`src/rtl/ps2_pkg.sv`:
```
// Shared PS/2 receive definitions.
// Holds the frame-state enum, the prefix scan codes, the event word layout
// and a parity helper. Every PS/2 RX file imports this package.
package ps2_pkg;

    // Frame receiver states.
    typedef enum logic [1:0] {
        IDLE   = 2'd0,
        DATA   = 2'd1,
        PARITY = 2'd2,
        STOP   = 2'd3
    } frame_state_t;

    // Prefix bytes. Each one modifies the next event and is not queued.
    localparam logic [7:0] SC_EXT   = 8'hE0;
    localparam logic [7:0] SC_BREAK = 8'hF0;

    // Queued event word: {ext, break, code[7:0]}.
    typedef struct packed {
        logic       ext;
        logic       brk;
        logic [7:0] code;
    } evt_t;

    localparam int unsigned EVT_W = $bits(evt_t);

    // The 8 data bits plus the parity bit must have odd parity.
    function automatic logic frame_parity_ok(input logic [7:0] data, input logic par);
        return ^{data, par};
    endfunction

endpackage

```
`src/rtl/ps2_evt_fifo.sv`:
```
// Event FIFO for the PS/2 receiver.
// Ports:
//   clk, reset         - system clock, asynchronous active-low reset
//   push, push_data    - write request and write word
//   pop                - read request; ignored while the FIFO is empty
//   head               - word at the read pointer
//   full, empty        - occupancy flags
// A push while full succeeds only when a pop happens in the same cycle.
// DEPTH must be a power of two so that the pointers wrap naturally.
module ps2_evt_fifo #(
    parameter int unsigned DEPTH = 4,
    parameter int unsigned WIDTH = 10
) (
    input  logic             clk,
    input  logic             reset,
    input  logic             push,
    input  logic [WIDTH-1:0] push_data,
    input  logic             pop,
    output logic [WIDTH-1:0] head,
    output logic             full,
    output logic             empty
);

    localparam int unsigned AW = (DEPTH > 1) ? $clog2(DEPTH) : 1;
    localparam int unsigned CW = $clog2(DEPTH + 1);

    logic [WIDTH-1:0] mem [DEPTH];
    logic [AW-1:0]    wr_ptr;
    logic [AW-1:0]    rd_ptr;
    logic [CW-1:0]    count;
    logic             do_push_c;
    logic             do_pop_c;

    assign empty = (count == '0);
    assign full  = (count == CW'(DEPTH));
    assign head  = mem[rd_ptr];

    // A pop frees a slot in the same cycle, so a push into a full FIFO can proceed alongside it.
    assign do_pop_c  = pop & ~empty;
    assign do_push_c = push & (~full | do_pop_c);

    // Storage and pointers.
    always_ff @(posedge clk or negedge reset) begin
        if (!reset) begin
            for (int unsigned i = 0; i < DEPTH; i++) begin
                mem[i] <= '0;
            end
            wr_ptr <= '0;
            rd_ptr <= '0;
            count  <= '0;
        end else begin
            if (do_push_c) begin
                mem[wr_ptr] <= push_data;
                wr_ptr      <= wr_ptr + AW'(1);
            end
            if (do_pop_c) begin
                rd_ptr <= rd_ptr + AW'(1);
            end
            case ({do_push_c, do_pop_c})
                2'b10:   count <= count + CW'(1);
                2'b01:   count <= count - CW'(1);
                default: count <= count;
            endcase
        end
    end

endmodule

```
`src/rtl/ps2_rx_ctrl.sv`:
```
// PS/2 keyboard receiver with scan-code decoding and an event FIFO.
// Ports:
//   clk, reset            - system clock, asynchronous active-low reset
//   keyb_clk, keyb_data   - raw PS/2 lines, asynchronous to clk
//   evt_ready             - consumer ready
//   evt_valid             - FIFO head holds an event
//   evt_code/break/ext    - head event fields
//   frame_err             - one-cycle pulse for each rejected or timed-out frame
//   overflow              - one-cycle pulse when an event is dropped on a full FIFO
module ps2_rx_ctrl
    import ps2_pkg::*;
#(
    parameter int unsigned FIFO_DEPTH     = 4,
    parameter int unsigned TIMEOUT_CYCLES = 2000
) (
    input  logic       clk,
    input  logic       reset,
    input  logic       keyb_clk,
    input  logic       keyb_data,
    input  logic       evt_ready,
    output logic       evt_valid,
    output logic [7:0] evt_code,
    output logic       evt_break,
    output logic       evt_ext,
    output logic       frame_err,
    output logic       overflow
);

    localparam int unsigned TMO_W = $clog2(TIMEOUT_CYCLES + 1);

    // Synchronizers and keyboard-clock history.
    logic       kc_meta;
    logic       kc_sync;
    logic       kd_meta;
    logic       kd_sync;
    logic [3:0] hist;
    logic       kclk_fall_c;

    // Frame receiver.
    frame_state_t     state;
    frame_state_t     state_d;
    logic [2:0]       bit_cnt;
    logic [2:0]       bit_cnt_d;
    logic [7:0]       shreg;
    logic [7:0]       shreg_d;
    logic             par_bit;
    logic             par_bit_d;
    logic [TMO_W-1:0] tmo_cnt;
    logic [TMO_W-1:0] tmo_cnt_d;
    logic             byte_ok;
    logic             byte_ok_d;
    logic [7:0]       byte_q;
    logic [7:0]       byte_q_d;
    logic             frame_err_d;

    // Decoder and FIFO interface.
    logic pend_ext;
    logic pend_ext_d;
    logic pend_brk;
    logic pend_brk_d;
    logic push_c;
    logic pop_c;
    evt_t push_evt_c;
    evt_t head_evt;
    logic fifo_full;
    logic fifo_empty;

    // Both lines and the history reset to idle-high, so releasing reset cannot look like an edge.
    always_ff @(posedge clk or negedge reset) begin
        if (!reset) begin
            kc_meta <= 1'b1;
            kc_sync <= 1'b1;
            kd_meta <= 1'b1;
            kd_sync <= 1'b1;
            hist    <= 4'b1111;
        end else begin
            kc_meta <= keyb_clk;
            kc_sync <= kc_meta;
            kd_meta <= keyb_data;
            kd_sync <= kd_meta;
            hist    <= {hist[2:0], kc_sync};
        end
    end

    // Accept a falling edge only after two high samples followed by two low samples, which filters glitches.
    assign kclk_fall_c = (hist == 4'b1100);

    // Frame receiver: next-state logic.
    always_comb begin
        state_d     = state;
        bit_cnt_d   = bit_cnt;
        shreg_d     = shreg;
        par_bit_d   = par_bit;
        tmo_cnt_d   = tmo_cnt;
        byte_ok_d   = 1'b0;
        byte_q_d    = byte_q;
        frame_err_d = 1'b0;

        if (kclk_fall_c) begin
            tmo_cnt_d = '0;
            case (state)
                IDLE: begin
                    if (!kd_sync) begin
                        state_d   = DATA;
                        bit_cnt_d = '0;
                    end
                end
                DATA: begin
                    shreg_d   = {kd_sync, shreg[7:1]};
                    bit_cnt_d = bit_cnt + 3'(1);
                    if (bit_cnt == 3'd7) begin
                        state_d = PARITY;
                    end
                end
                PARITY: begin
                    par_bit_d = kd_sync;
                    state_d   = STOP;
                end
                STOP: begin
                    state_d = IDLE;
                    if (kd_sync && frame_parity_ok(shreg, par_bit)) begin
                        byte_ok_d = 1'b1;
                        byte_q_d  = shreg;
                    end else begin
                        frame_err_d = 1'b1;
                    end
                end
                default: state_d = IDLE;
            endcase
        end else if (state != IDLE) begin
            // A stalled frame is abandoned after TIMEOUT_CYCLES quiet cycles.
            if (tmo_cnt == TMO_W'(TIMEOUT_CYCLES - 1)) begin
                state_d     = IDLE;
                tmo_cnt_d   = '0;
                frame_err_d = 1'b1;
            end else begin
                tmo_cnt_d = tmo_cnt + TMO_W'(1);
            end
        end
    end

    // Frame receiver: state register.
    always_ff @(posedge clk or negedge reset) begin
        if (!reset) begin
            state     <= IDLE;
            bit_cnt   <= '0;
            shreg     <= '0;
            par_bit   <= 1'b0;
            tmo_cnt   <= '0;
            byte_ok   <= 1'b0;
            byte_q    <= '0;
            frame_err <= 1'b0;
        end else begin
            state     <= state_d;
            bit_cnt   <= bit_cnt_d;
            shreg     <= shreg_d;
            par_bit   <= par_bit_d;
            tmo_cnt   <= tmo_cnt_d;
            byte_ok   <= byte_ok_d;
            byte_q    <= byte_q_d;
            frame_err <= frame_err_d;
        end
    end

    // Decoder: prefixes set pending flags, any other byte becomes an event.
    // A frame error also clears the flags, so a corrupted sequence cannot leak a prefix into the next key.
    always_comb begin
        pend_ext_d      = pend_ext;
        pend_brk_d      = pend_brk;
        push_c          = 1'b0;
        push_evt_c.ext  = pend_ext;
        push_evt_c.brk  = pend_brk;
        push_evt_c.code = byte_q;

        if (frame_err) begin
            pend_ext_d = 1'b0;
            pend_brk_d = 1'b0;
        end else if (byte_ok) begin
            if (byte_q == SC_EXT) begin
                pend_ext_d = 1'b1;
            end else if (byte_q == SC_BREAK) begin
                pend_brk_d = 1'b1;
            end else begin
                push_c     = 1'b1;
                pend_ext_d = 1'b0;
                pend_brk_d = 1'b0;
            end
        end
    end

    assign pop_c = evt_valid & evt_ready;

    // Pending prefix flags and the overflow pulse.
    always_ff @(posedge clk or negedge reset) begin
        if (!reset) begin
            pend_ext <= 1'b0;
            pend_brk <= 1'b0;
            overflow <= 1'b0;
        end else begin
            pend_ext <= pend_ext_d;
            pend_brk <= pend_brk_d;
            overflow <= push_c & fifo_full & ~pop_c;
        end
    end

    ps2_evt_fifo #(
        .DEPTH (FIFO_DEPTH),
        .WIDTH (EVT_W)
    ) u_fifo (
        .clk       (clk),
        .reset     (reset),
        .push      (push_c),
        .push_data (push_evt_c),
        .pop       (pop_c),
        .head      (head_evt),
        .full      (fifo_full),
        .empty     (fifo_empty)
    );

    assign evt_valid = ~fifo_empty;
    assign evt_code  = head_evt.code;
    assign evt_break = head_evt.brk;
    assign evt_ext   = head_evt.ext;

endmodule

```
`config.mk`:
```
export PLATFORM = sky130hd
export DESIGN_NAME = ps2_rx_ctrl
export DESIGN_NICKNAME = d
export VERILOG_FILES = /design/src/rtl/ps2_pkg.sv /design/src/rtl/ps2_evt_fifo.sv /design/src/rtl/ps2_rx_ctrl.sv
export SDC_FILE = /design/constraint.sdc
export NUM_CORES = 1
export LEC_CHECK = 0
export ABC_AREA = 1
export CORE_UTILIZATION = 55
export DETAILED_ROUTE_END_ITERATION = 10
export GPL_ROUTABILITY_DRIVEN = 0
export PLACE_DENSITY = 0.8
export SLEW_MARGIN = 40
export SYNTH_ARGS = -nofsm -noshare
export SYNTH_HDL_FRONTEND = slang
export SYNTH_SLANG_ARGS = --single-unit
```
`constraint.sdc`:
```
create_clock -name clk -period 3 [get_ports clk]
set_clock_uncertainty 0.1 [all_clocks]
set_input_delay 0.6 -clock clk [delete_from_list [all_inputs] [get_ports clk]]
set_output_delay 0.6 -clock clk [all_outputs]
set_load 0.05 [all_outputs]
```
# Word level (Yosys, flattened, before mapping)

Index checks and enable logic that the tools add are counted.

Register bits: 93
Output and inout port bits: 13
Bits of input ports: 5

Add/subtract/negate cells: 6
$lt $le $gt $ge: 3
Bitwise gates (word level): 11
Reduce and logical (&&, ||, !) cells: 18
Equality and inequality tests: 16
Multiplexer cells: 38

Operators with widths:

| kind                  | number |
|---|---|
| $bwmux 40             | 1 |
| $mux 11               | 3 |
| $mux 10               | 3 |
| $bmux 10 s2           | 1 |
| $demux 10 s2          | 1 |
| $mux 1                | 20 |
| $eq 8x8->1 const B    | 2 |
| $pmux 3 s2            | 2 |
| $reduce_bool 2->1     | 6 |
| $add 11x1->11 const B | 1 |
| $eq 11x11->1 const B  | 1 |
| $mux 2                | 5 |
| $ne 3x3->1 const B    | 3 |
| $reduce_xor 9->1      | 1 |
| $pmux 2 s4            | 1 |
| $reduce_and 2->1      | 4 |
| $add 3x1->3 const B   | 2 |
| $eq 2x2->1 const B    | 3 |
| $eq 3x3->1 const B    | 2 |
| $ge 3x3->1 const B    | 2 |
| $not 2->3             | 2 |
| $reduce_and 3->1      | 2 |
| $and 1x1->1           | 5 |
| $add 2x1->2 const B   | 2 |
| other kinds (12)      | 17 |

# Longest topological paths before layout

Gate-level depths: netlist of run 1.

Word-level depth: 8
Depth in mapped cells: 12

# Cells and area by module

From an unflattened synthesis of run 1, not the netlist that was laid out.

Cell total of the unflattened synthesis: 567
Area, all modules: 4778.3 µm²

Modules (own cells, without submodules):

| module       | seq. area each (µm²) | cells each | area an instance (µm²) | instances |
|---|---|---|---|---|
| ps2_evt_fifo | 1176.1               | 281        | 2429.8                 | 1 |
| ps2_rx_ctrl  | 1161.1               | 286        | 2348.5                 | 1 |

# Worst setup path before layout of run 1

No wires, ideal clock.

Path kind: reg2reg
Start: reg byte_q[2]
End: reg u_fifo.count[2]
Library setup time: 131 ps
Data required time: 2769 ps
Data arrival time: 2071 ps
Slack: 698 ps
Cell stages (with the launch flop): 12
Clock period less this slack: 2302 ps
Cells stage by stage: dfrtp_1 > nor3_1 > nand4_1 > nand3_2 > nor2_8 > nand2_2 > ha_1 > inv_1 > fa_1 > a21oi_1 > o21ai_0 > xor2_1

Word-level cells in the longest chain between the ends: 8

RTL lines:

| what                                                   | line               | text |
|---|---|---|
| start: declaration                                     | ps2_rx_ctrl.sv:52  | `logic [7:0] byte_q;` |
| start signal: assignment                               | ps2_rx_ctrl.sv:160 | `byte_q <= byte_q_d;` |
| $eq 8x8->1                                             | ps2_rx_ctrl.sv:181 | `end else if (byte_q == SC_BREAK) begin` |
| $mux 1                                                 | ps2_rx_ctrl.sv:181 |  |
| $mux 1 (*)                                             | ps2_rx_ctrl.sv:179 | `if (byte_q == SC_EXT) begin` |
| $mux 1 (*)                                             | ps2_rx_ctrl.sv:178 | `end else if (byte_ok) begin` |
| $mux 1 (*)                                             | ps2_rx_ctrl.sv:175 | `if (frame_err) begin` |
| $and 1x1->1 (*)                                        | ps2_evt_fifo.sv:40 | `assign do_push_c = push & (~full \| do_pop_c);` |
| $eq 2x1->1 / $eq 2x2->1 (equally long branches)        | ps2_evt_fifo.sv:59 | `case ({do_push_c, do_pop_c})` |
| $pmux 3 s2 / $reduce_bool 2->1 (equally long branches) | --                 |  |
| end signal: assignment                                 | ps2_evt_fifo.sv:60 | `2'b10: count <= count + CW'(1);` |
| end signal: assignment                                 | ps2_evt_fifo.sv:61 | `2'b01: count <= count - CW'(1);` |
| end signal: assignment                                 | ps2_evt_fifo.sv:62 | `default: count <= count;` |
| end: declaration                                       | ps2_evt_fifo.sv:30 | `logic [CW-1:0] count;` |

Every way passes the cells marked *; elsewhere a longest branch is shown, timed or not.
A chain may end at the register's enable or synchronous reset.

# Final worst setup path of run 1

Start: reg byte_q[5]
End: reg u_fifo.count[1]

Same word-level chain as after synthesis.

==> flow_summary.ini, run 1 <==
[outcome]
status = finished clean

[clock_tree]
cts-buffers-inserted = 9
cts.clk_slew.worst_paths_ns = 0.08
ctsHoldBuffers = 0
cts.path.max_buffers = 2
insertion_delay_ns = 0.35
tritoncts = yes
htree_levels = 3
clock_tree.root_cell = clkbuf_8
cts_post_setup_buffers_inserted = 0
post_cts.resized_instances = 0
tritoncts_num_sinks = 93

[sta]
slew_viol_final = 0
timing.setup.tns_ns = 0
grt_setup_unrepaired = no
number_of_setup_violations_in_the_final_report = 0
timing.max_slew.rel_slack = 0.600
final_critical_path_share_of_the_clock_period = 0.877
max_freq_mhz = 380
hold_vio_cnt_final = 0
period_needed_ns = 2.63
worstMarginPinSlew_ns = 0.601

[pwr]
finalPower_mw = 3.16
p_sw_mw = 1.18
p_int_mw = 1.98
power_density_nw_per_um2 = 632
swShare = 0.374
ir_drop_uv = 230
seqPwrFrac = 0.427
combPwrFrac = 0.322
p_clk_frac = 0.251
leakagePower_nw = 2.51

[route]
postRouteAntennaNets = 0
drtIter0Drc = 159
number_of_vias_in_the_routed_layout = 3677
drc_violation_count_after_routing = 0
totalWireLength_um = 9260
routed_via_density = 5.51
wl_per_cell_um = 13.9
drt_first_pass_iters = 5

[layout]
num_antenna_cells = 0
flow.area_growth_from_synthesis_pct = 7.87
finish.net_count = 575
fillers = 693
most_frequent_standard_cell_in_the_layout_excluding_fill_and_tap_cells = nand2_1
share_of_cells_above_drive_strength_1 = 0.0836
layout_common_cells = 170 x nand2_1, 85 x dfrtp_1, 51 x nand4_1

[yosys]
synth_top_cell_area_share = 0.458
synth_top_flop_cell = dfrtp_1
asyncSetResetFlopFracSynth = 1.00
synth_area_per_cell_um2 = 8.48
synth_enable_flop_cells = 0
yosysWarningCount = 0
sequential_fraction_of_the_synthesis_area = 0.504
mappedNetlistNets = 565
synth_area_leader_cell = dfrtp_1
post_synth_inst_count = 547
yosys_register_bits = 93
ys_types = 29
synthesized_area_um2 = 4640
yosys-top-cells-area = dfrtp_1 46%, nand2_1 14%, nand4_1 6.9%

[global_route]
grt_start_max_net_pins = 54
wire_length_of_the_first_global_routing_pass_um = 16200
groute.usage.overall = 0.236
number_of_antenna_violations_at_the_first_check_in_global_routing = 0
grt_remaining_overflow = 0
first_global_vias = 3558

[setup_path]
critical_path.slowest_cell = nor2_8
timing.critical_path.cells = inv_1 > nor2_1 > nand4_1 > nand3_2 > nor2_8 > nand2_2 > ha_1 > inv_1 > fa_1 > o21ai_0
arrival_time_of_data_at_the_critical_path_endpoint_ns = 2.81
cp.buffers_inverters = 2
setup.worst_path.end_class = register
critPathKind = register to register
crit_family = simple AND/OR/NAND/NOR gates
most_repeated_library_cell_on_the_critical_path = inv_1
critPathRequiredTime_ns = 3.18
cp-start-kind = register
max_stage_delay_ns = 0.51
critPathMaxFanout = 46

[floorplan]
rows = 33
pin_count = 18
floorplan.initialDensity = 0.567
fp.coreArea_um2 = 8180
die-height_um = 93.8
die_width_um = 93.8
die_area_um2 = 8810

[placement]
number_of_input_and_output_port_buffers_inserted = 17
dpl.hpwl_um = 6560

[run]
max_cap_violations = 0

[min_path]
hold_path.class = input pin to async pin
==> layout make-up <==
class                           count  area [um2]  share of cell area
Timing Repair Buffer               21         185              0.0370
Multi-Input combinational cell    386        2000               0.399
Clock inverter                      2        37.5             0.00750
Sequential cell                    93        2340               0.467
Clock buffer                       14         143              0.0285
Tap cell                          105         131              0.0263
Inverter                           46         173              0.0345
==> cell usage after synthesis, types with 2 or more instances <==
cell type and instances:
xnor2_1 2, nand2_2 2, clkbuf_1 11, buf_2 7, nor3_1 10, nand3_2 2, o22ai_1 10, nand3_1 12
dfrtp_1 85, a21oi_1 10, inv_1 46, nand2_1 170, o21ai_0 43, nand3_4 4, nand4_1 51, a32o_1 2
xor2_1 7, nor2_1 41, buf_8 4, dfstp_2 8, ha_1 12
==> power groups by stage <==
stage	Combinational, mW	Clock (mW)	Sequential [mW]
after floorplan	0.761	0	1.35
after global placement	0.995	0	1.37
after detailed placement	1.02	0	1.37
after CTS	1.02	0.812	1.35
after global routing	1.10	0.877	1.36
final	1.02	0.793	1.35
==> path summary, 6_finish.rpt <==
kind                                          endpoint  slack [ns]  depth (start not counted)                  start
min in group clk                     kd_sync$_DFF_PN1_        0.25                          0      kd_meta$_DFF_PN1_
max                        u_fifo.count[1]$_DFFE_PN0P_        0.37                         10  byte_q[5]$_DFFE_PN0P_
min                          u_fifo.mem[8]$_DFFE_PN0P_        0.12                          1                  reset
min reg2reg                          kd_sync$_DFF_PN1_        0.25                          0      kd_meta$_DFF_PN1_
max in group asynchronous            kd_meta$_DFF_PN1_        1.98                          2                  reset
max reg2reg                u_fifo.count[1]$_DFFE_PN0P_        0.37                         10  byte_q[5]$_DFFE_PN0P_
==> registers in the layout (all words and copies together) (netlist names), 2 cells and up <==
register / flops
bit_cnt: 3
hist: 4
u_fifo.mem: 40
byte_q: 8
tmo_cnt: 11
u_fifo.count: 3
state: 2
u_fifo.rd_ptr: 2
u_fifo.wr_ptr: 2
shreg: 8
==> metrics by stage <==
step | setup slack (ns) | area (um2) | cells | util | hold WS (ns)
floorplan | 0.698 | 4640 | 547 | - | 0.204
global placement | 0.427 | 4820 | 651 | 0.590 | 0.246
detailed placement | 0.290 | 4820 | 651 | 0.590 | 0.247
CTS | 0.364 | 5000 | 667 | 0.612 | 0.122
global route | 0.114 | 5000 | 667 | 0.612 | 0.132
finish | 0.369 | 5000 | 667 | 0.612 | 0.116
==> cells by family after synthesis <==
| logic type | count (synthesis) | synth area share |
|---|---|---|
| AOI/OAI and AO/OA | 67 | 0.0785 |
| DFF | 93 | 0.504 |
| buffers and inverters | 68 | 0.0666 |
| adders and majority gates | 13 | 0.0367 |
| and+or+nand+nor | 297 | 0.297 |
| xor gates and xnor gates | 9 | 0.0170 |
==> per-layer routing <==
layer  vias to the layer above  track usage  wire (um)
met3                        11       0.0510        435
li1                       1833            -          -
met2                       100        0.391       4460
met4                         0       0.0718        116
met5                         -            0          0
met1                      1733        0.311       4250
No activity file was read; power rests on OpenSTA's default activity.
==> run 2, diff against run 1 <==
Settings changed: SYNTH_HIERARCHICAL from default to 1.
==> run 2 against run 1 <==
Synthesized cell count rose by 3.7%. Hold slack got worse by 0.041 ns. Total power rose by 3.1%. Worst setup slack got worse by 0.22 ns. Highest routed layer unchanged. First-iteration DRC count rose by 11%. Final cell count rose by 3.6%. Critical path depth fell by 7. Synthesized area rose by 3.0%. Wire length rose by 4.1%. Flip-flop and latch count did not move. Combinational power rose by 11%. Fmax fell by 7.7%.
==> flow_summary.ini, run 2 <==
[sta]
number_of_setup_violations_in_the_final_report = 0
final_critical_path_share_of_the_clock_period = 0.950
hold_vio_cnt_final = 0
worstMarginPinSlew_ns = 0.527
period_needed_ns = 2.85
max_freq_mhz = 351
timing.max_slew.rel_slack = 0.649
slew_viol_final = 0
grt_setup_unrepaired = no
timing.setup.tns_ns = 0

[route]
wl_per_cell_um = 13.9
totalWireLength_um = 9630
drc_violation_count_after_routing = 0
drtIter0Drc = 177
number_of_vias_in_the_routed_layout = 3825
routed_via_density = 5.54
postRouteAntennaNets = 0
drt_first_pass_iters = 5

[clock_tree]
htree_levels = 3
cts.path.max_buffers = 2
insertion_delay_ns = 0.36
tritoncts = yes
ctsHoldBuffers = 0
clock_tree.root_cell = clkbuf_8
cts.clk_slew.worst_paths_ns = 0.09
tritoncts_num_sinks = 93
post_cts.resized_instances = 0
cts_post_setup_buffers_inserted = 0
cts-buffers-inserted = 9

[placement]
dpl.hpwl_um = 6690
number_of_input_and_output_port_buffers_inserted = 17

[layout]
largest_register = u_fifo/mem
top_regs = u_fifo/mem: 40 flops, tmo_cnt: 11 flops
largest_reg_flops = 40
num_antenna_cells = 0
layout_common_cells = 178 x nand2_1, 85 x dfrtp_1, 51 x nand4_1
most_frequent_standard_cell_in_the_layout_excluding_fill_and_tap_cells = nand2_1
finish.net_count = 599
share_of_cells_above_drive_strength_1 = 0.119
flow.area_growth_from_synthesis_pct = 7.80

[yosys]
ys_types = 35
synth_top_flop_cell = dfrtp_1
synth_area_leader_cell = dfrtp_1
sequential_fraction_of_the_synthesis_area = 0.489
post-synth-top-count-cell = nand2_1
post_synth_inst_count = 567
synth.top_cells.by_count = 178 x nand2_1, 85 x dfrtp_1, 51 x nand4_1
synth_enable_flop_cells = 0
yosys_register_bits = 93
synthesized_area_um2 = 4780
synth_area_per_cell_um2 = 8.43
asyncSetResetFlopFracSynth = 1.00
synth_top_cell_area_share = 0.445
yosysWarningCount = 6
mappedNetlistNets = 585
yosys-top-cells-area = dfrtp_1 45%, nand2_1 14%, nand4_1 6.7%

[global_route]
number_of_antenna_violations_at_the_first_check_in_global_routing = 0
grt_remaining_overflow = 0
grt_start_max_net_pins = 48
wire_length_of_the_first_global_routing_pass_um = 16800
groute.usage.overall = 0.240
first_global_vias = 3679

[setup_path]
critPathMaxFanout = 13
crit_family = buffers and inverters
reg2reg_setup_slack_ns = 0.59
arrival_time_of_data_at_the_critical_path_endpoint_ns = 2.15
setup.worst_path.end_class = output port
critPathKind = register to output port
timing.rr.end = u_fifo/count[2]$_DFFE_PN0P_
cp-start-kind = register
regToRegStartpoint = byte_q[1]$_DFFE_PN0P_
timing.critical_path.cells = o21ai_0 > o22ai_1 > clkdlybuf4s50_1
critPathRequiredTime_ns = 2.30
cp.buffers_inverters = 1
max_stage_delay_ns = 0.82
critical_path.slowest_cell = clkdlybuf4s50_1
worst-r2r-cell-count = 13

[floorplan]
rows = 33
floorplan.initialDensity = 0.576
die_area_um2 = 9060
die-height_um = 95.2
die_width_um = 95.2
fp.coreArea_um2 = 8300
pin_count = 18

[pwr]
power_density_nw_per_um2 = 633
leakagePower_nw = 2.63
finalPower_mw = 3.26
ir_drop_uv = 258

[run]
max_cap_violations = 0

[min_path]
hold_path.class = input pin to async pin

[outcome]
status = finished clean
run 2: cell types whose count changed after synthesis, moves of 5 or more:
cell	before	now
nand2_1	170	178
clkbuf_1	11	2
nor3_1	10	4
buf_2	7	12
o21ai_0	43	31
o21ai_1	0	13
inv_2	0	6
run 2: cell type report:
class / count / area (um2)
clock buffer: 9 / 124
clock inverter: 7 / 50.0
fill: 714 / 3150
inverter: 55 / 206
multi-input combinational: 398 / 2090
sequential: 93 / 2340
tap: 105 / 131
timing repair buffer: 24 / 210
run 2: metrics by stage:
step / setup slack (ns) / hold slack (ns) / util / cells / area (um2)
after floorplan: 0.669 / 0.204 / - / 567 / 4780
after global placement: 0.441 / 0.246 / 0.600 / 675 / 4980
after detailed placement: 0.312 / 0.247 / 0.600 / 675 / 4980
after CTS: 0.112 / 0.0801 / 0.621 / 691 / 5150
after global routing: 0.0111 / 0.101 / 0.621 / 691 / 5150
final: 0.150 / 0.0755 / 0.621 / 691 / 5150
run 2: worst max-delay path by stage:
stage / slack, ns / depth (start not counted) / startpoint / endpoint
after global placement: 0.44 / 11 / evt_ready / u_fifo/count[2]$_DFFE_PN0P_
after global routing: 0.01 / 4 / u_fifo/rd_ptr[0]$_DFFE_PN0P_ / evt_code[5]
after floorplan: 0.67 / 14 / byte_q[1]$_DFFE_PN0P_ / u_fifo/count[2]$_DFFE_PN0P_
after CTS: 0.11 / 3 / u_fifo/rd_ptr[1]$_DFFE_PN0P_ / evt_code[5]
final: 0.15 / 3 / u_fifo/rd_ptr[1]$_DFFE_PN0P_ / evt_code[5]
after detailed placement: 0.31 / 11 / evt_ready / u_fifo/count[2]$_DFFE_PN0P_
run 2: cell families after synthesis:
| kind of cell | after synthesis | synth area share |
|---|---|---|
| adders and majority gates | 13 | 0.0356 |
| buffers and inverters | 76 | 0.0731 |
| xor gates and xnor gates | 7 | 0.0128 |
| AOI/OAI and AO/OA | 64 | 0.0717 |
| DFF | 93 | 0.489 |
| and+or+nand+nor | 314 | 0.318 |
run 2: per-layer routing:
layer	vias to the layer above	GRT usage	routed length (um)
met5	-	0	0
met3	10	0.0494	452
met2	85	0.392	4700
met1	1834	0.319	4390
li1	1896	-	-
met4	0	0.0795	96
run 2: power breakdown:
part / switching [mW] / internal [mW]
sequential: 0.0788 / 1.30
clock: 0.453 / 0.302
combinational: 0.775 / 0.350
total: 1.31 / 1.95
